[src/rtl/input_port_buffer.sv]
// Per-port receive FIFO: captures upstream flits, attaches the XY route label at write time.
// Optional flit statistics counter enabled by defining IPB_STATS_EN.
module input_port_buffer #(
  parameter int          DEPTH     = 4,
  parameter int          WIDTH     = 2,
  parameter int          DATASIZE  = 30,
  parameter logic [3:0]  router_ID = 4'd6
) (
  input  logic                clk,
  input  logic                rst_n,
  input  logic [DATASIZE-1:0] data_in,
  input  logic                valid_in,
  output logic                full,
  output logic [DATASIZE-1:0] data_out,
  output logic [4:0]          label,
  output logic                valid_out,
  input  logic                ready,
  output logic                err_overflow
`ifdef IPB_STATS_EN
  ,
  output logic [15:0]         flit_count
`endif
);

  localparam logic [WIDTH:0] FULL_CNT = (WIDTH+1)'(DEPTH);

  logic [DATASIZE+4:0] mem [DEPTH];
  logic [WIDTH-1:0]    wptr;
  logic [WIDTH-1:0]    rptr;
  logic [WIDTH:0]      count;
  logic [4:0]          route;
  logic [DATASIZE+4:0] head;
  logic                wr_en;
  logic                rd_en;

  // Handshake: a flit is taken at any edge with valid_in=1 and full=0; the head is
  // consumed at any edge with ready=1 and valid_out=1. full/valid_out come from
  // registered count only, so neither has a combinational path from valid_in/ready.
  assign full      = (count == FULL_CNT);
  assign valid_out = (count != '0);
  assign wr_en     = valid_in & ~full;
  assign rd_en     = ready & valid_out;

  // X dimension is resolved before Y.
  always_comb begin
    route = 5'b00001;
    if (data_in[1:0] > router_ID[1:0])
      route = 5'b00100;
    else if (data_in[1:0] < router_ID[1:0])
      route = 5'b01000;
    else if (data_in[3:2] > router_ID[3:2])
      route = 5'b00010;
    else if (data_in[3:2] < router_ID[3:2])
      route = 5'b10000;
  end

  // Entry storage carries no reset; stale contents are unreachable once pointers clear.
  always_ff @(posedge clk) begin
    if (!rst_n && wr_en)
      mem[wptr] <= {route, data_in};
  end

  always_ff @(posedge clk) begin
    if (rst_n) begin
      wptr         <= '0;
      rptr         <= '0;
      count        <= '0;
      err_overflow <= 1'b0;
    end else begin
      if (wr_en)
        wptr <= wptr + WIDTH'(1);
      if (rd_en)
        rptr <= rptr + WIDTH'(1);
      if (wr_en && !rd_en)
        count <= count + (WIDTH+1)'(1);
      else if (rd_en && !wr_en)
        count <= count - (WIDTH+1)'(1);
      if (valid_in && full)
        err_overflow <= 1'b1;
    end
  end

  assign head     = mem[rptr];
  assign data_out = head[DATASIZE-1:0] & {DATASIZE{valid_out}};
  assign label    = head[DATASIZE+4:DATASIZE] & {5{valid_out}};

`ifdef IPB_STATS_EN
  always_ff @(posedge clk) begin
    if (rst_n)
      flit_count <= '0;
    else if (wr_en && flit_count != 16'hFFFF)
      flit_count <= flit_count + 16'd1;
  end
`endif

endmodule

[config.mk]
export PLATFORM = sky130hd
export DESIGN_NAME = input_port_buffer
export DESIGN_NICKNAME = d
export VERILOG_FILES = /design/src/rtl/input_port_buffer.sv
export SDC_FILE = /design/constraint.sdc
export NUM_CORES = 1
export LEC_CHECK = 0
export CORE_UTILIZATION = 40
export DETAILED_ROUTE_END_ITERATION = 12
export SETUP_SLACK_MARGIN = 0.1
export SYNTH_ARGS = -nofsm -noshare
export SYNTH_HDL_FRONTEND = slang
export SYNTH_SLANG_ARGS = --single-unit
[constraint.sdc]
create_clock -name clk -period 11.55 [get_ports clk]
set_clock_uncertainty 0.15 [all_clocks]
set_input_delay 1.155 -clock clk [delete_from_list [all_inputs] [get_ports clk]]
set_output_delay 1.155 -clock clk [all_outputs]
set_load 0.05 [all_outputs]
* After elaboration in Yosys (flattened, before gate mapping) *
Memory sizes are Yosys's and may differ from the RTL's. A register that Yosys moved wholly into a read port is not among the register bits.
Cells that the tools add are included.

cells by class
  multiplexer cells = 10
  equality and inequality tests = 1
  order comparisons = 4
  $mul = 0
  bitwise logic cells = 5
  add/subtract/negate cells = 4
  divide/modulo/power cells = 0
  reductions and logical operators = 9
  shifts and indexed selects = 0

operator list
  kind                 count
  $and 30x30->30       1
  $mux 5               4
  $mux 3               2
  $and 5x5->5          1
  $add 2x1->2 const B  2
  $logic_and 1x1->1    4
  $mux 2               2
  $add 3x1->3 const B  1
  $eq 3x3->1 const B   1
  $logic_not 1->1      3
  $reduce_bool 3->1    1
  $sub 3x1->3 const B  1
  $and 1x1->1          2
  $gt 2x1->1 const B   1
  $gt 2x2->1 const B   1
  $lt 2x1->1 const B   1
  $lt 2x2->1 const B   1
  $mux 1               2
  $reduce_bool 2->1    1
  $not 1->1            1

word-level totals
  word-level logic and storage cells = 38
  memory bits (writable) = 140
  ROM bits = 0
  input port bits = 34
  output and inout port bits = 38
  memories kept = 1
  bits in registers = 8
  bits in latches = 0

memory list
  memory  depth  width  rd ports  clocked after memory_dff  write ports  RTL line  text
  mem     4      35     1         1                         1            27        logic [DATASIZE+4:0] mem [DEPTH];

* Logic depth before layout (Yosys ltp) *
  depth in word-level cells = 7
  gate-level depth with buffers = 9
  depth with buffers taken out = 9

* Least setup slack after synthesis *
Ideal clock, no wire load.

  kind = in2reg
  from = input port rst_n
  to = memory mem[0][0] in the netlist's numbering, enable pin
  setup time = 0.478 ns
  required time = 10.922 ns
  buffers on the path = 1
  stages = 2
  arrival = 3.972 ns
  path slack = 6.950 ns
  cell sequence = clkbuf_1 -> nor3b_1

between the ends
  longest elaborated chain between the ends = 4

RTL lines
  item                          RTL line  text
  start, declared               10        input logic rst_n,
  $logic_not 1->1               59        if (!rst_n && wr_en)
  $logic_and 1x1->1             59
  $mux 1                        59
  $mux 1 (implied by the code)  60        mem[wptr] <= {route, data_in};
  end, declared                 27

No other way between the ends.

==> impl_metrics.py <==
metrics = {
    "pwr": {
        "leakagePower_nw": 2.41,
        "power.density_mw_per_mm2": 251,
        "ir_drop_mv": 0.123,
    },
    "clocking": {
        "post_cts_buffers": 0,
        "hold_buffers": 0,
        "path_clk_slew_ps": 60,
        "root_buffer": "clkbuf_16",
        "cts.sinks": 150,
        "cts_max_level": 4,
        "clkLatencyLatePin_ps": 420,
        "numCtsBuffers": 17,
        "cts.repair.resized": 0,
        "cts_max_path_buffers": 2,
        "cts_tree": "done",
    },
    "worst_setup_path": {
        "crit_family": "buffers and inverters",
        "worst_setup_path_end_kind": "primary output",
        "crit_buf_inv": 2,
        "crit_chain": "buf_4 -> mux4_1 -> nor2b_1 -> clkdlybuf4s50_1",
        "crit_fanout": 20,
        "cp_slowest_cell": "clkdlybuf4s50_1",
        "cp.arrival_ps": 3090,
        "required_ps": 10250,
        "critPathMaxStageDelay_ps": 720,
        "worstSetupStartpointType": "flop",
        "criticalPathCategory": "reg -> out",
    },
    "placement": {
        "dpl_cell_area_mm2": 0.00682,
        "gp_congestion": 0.648,
        "dp_hpwl_mm": 5.84,
        "numPortBuffers": 71,
    },
    "final_layout": {
        "drive_gt1_share_pct": 21.0,
        "postLayoutCoreUtil_pct": 51.3,
        "synthToLayoutAreaGrowth_pct": 25.7,
        "fin_nets": 404,
        "diodes": 0,
        "final_area_mm2": 0.00743,
    },
    "global_routing": {
        "grt_pass1_vias": 2948,
        "grt_overflow": 0,
        "grt_pass1_wl_mm": 16.0,
        "gr-usage-all-layers_pct": 15.0,
        "grt_max_degree": 39,
        "antenna_found_initial": 0,
    },
    "synthesis": {
        "synth_cell_types": 30,
        "synth_common_cells": "140 x edfxtp_1, 30 x mux4_2, 30 x nor2b_1",
        "yosysMostFrequentCell": "edfxtp_1",
        "synth_cells": 281,
        "async_flop_share_pct": 0,
        "syn-num-nets": 321,
        "synth_ff_type": "edfxtp_1",
        "yosysTopAreaCell": "edfxtp_1",
        "synth_edf_count": 140,
        "synth_top_area_share_pct": 71.1,
        "ys_top_cells_by_area": "edfxtp_1 71%, mux4_2 11%, dfxtp_1 3.4%",
        "synth_seq_cells": 150,
        "postSynthAreaPerCell_um2": 21.1,
        "ys_warn_count": 0,
        "synth_area_mm2": 0.00592,
        "ys_seq_area_share_pct": 74.5,
    },
    "routing": {
        "wl_per_cell_um": 18.8,
        "wirelength_mm": 10.5,
        "drc_errors": 0,
        "detail-route-antenna-nets": 0,
        "dr.first_iter.drc_count": 266,
        "first_pass_iters": 5,
        "routed_via_density": 5.13,
        "dr_total_vias": 2880,
    },
    "sta": {
        "fmax_mhz": 227,
        "rsz0062_at_grt": "false",
        "finalMaxSlewViolations": 0,
        "setup_tns_ps": 0,
        "finalSetupViolations": 0,
        "fin_crit_ps": 4400,
        "fin_crit_sh_pct": 38.1,
        "slew_headroom_pct": 38.0,
        "finalHoldViolCount": 0,
        "tightest_slew_ps": 930,
    },
    "status": {
        "status": "complete, no violations",
    },
    "hold_path": {
        "min_path_type": "reg -> reg",
    },
    "floorplan": {
        "core_mm2": 0.0145,
        "placementRows": 44,
        "start_util_pct": 40.9,
        "fp.dieH_um": 124,
        "die-area_mm2": 0.0153,
        "num_io_pins": 72,
        "die_w_um": 124,
    },
    "run": {
        "max_cap_violations": 0,
    },
}
## state kept, by name (all words and copies together) (netlist names), named ones only
register / count
count: 3
wptr: 2
err_overflow: 1
rptr: 2
mem: 140
## through the flow
| step | instances | setup WS (ps) | power (mW) | hold WS [ps] |
|---|---|---|---|---|
| floorplan | 281 | 6950 | 1.15 | 309 |
| global placement | 529 | 7530 | 1.32 | 305 |
| detailed placement | 529 | 7500 | 1.33 | 314 |
| CTS | 561 | 7040 | 1.89 | 329 |
| global route | 561 | 6920 | 1.94 | 363 |
| finish | 561 | 7150 | 1.87 | 323 |
## report_power, final
group | internal [mW] | switching [mW]
logic | 0.253 | 0.386
clock network | 0.360 | 0.201
registers | 0.632 | 0.0368
total | 1.24 | 0.623
## tightest hold or removal path, delay by kind of cell, from the launching register on
family,cells,cell delay [ps]
flip-flops,1,330
AO/OA/AOI/OAI,1,40
AND/OR/NAND/NOR,1,70
## cell usage in the layout (no fill, tap or decap), types with 6 or more instances in the layout
master and n:
clkdlybuf4s50_1 71, dfxtp_1 8, buf_4 6, nor2b_1 30, mux4_2 30, clkbuf_16 18, edfxtp_1 140, inv_1 6
## final cells by class
cell class                      instances  area, µm²
Multi-Input combinational cell        111       1400
Timing Repair Buffer                   77        756
Sequential cell                       150       4410
Inverter                                7       26.3
Fill cell                            1169       7040
Clock inverter                          6       88.8
Tap cell                              184        230
Clock buffer                           26        531
## path summary, 6_finish.rpt
kind                              startpoint      endpoint  slack [ps]  cells after the start
worst max-delay path                    flop  data_out[29]        7150                      4
worst min-delay path            err_overflow  err_overflow         320                      2
worst min register to register  err_overflow  err_overflow         320                      2
worst max register to register      count[0]      count[2]        9100                      9
## kinds of logic after synthesis
kind of cell / after synthesis / share of synthesized area [%]
AOI/OAI and AO/OA: 8 / 0.719
and+or+nand+nor: 57 / 6.64
adders and majority gates: 6 / 1.40
DFF: 150 / 74.5
buffers and inverters: 20 / 2.37
xor gates and xnor gates: 3 / 0.444
muxes: 37 / 14.0
## metal layers
layer / GRT usage [%] / wire (µm) / part of all wire, % / up-vias
met2: 23.3 / 5250 / 50 / 71
met1: 19.6 / 4690 / 45 / 1512
met5: 0 / 0 / 0 / -
met4: 6.33 / 171 / 1.6 / 0
li1: - / - / - / 1283
met3: 4.44 / 427 / 4.1 / 14
(Power assumes the default switching activity.)
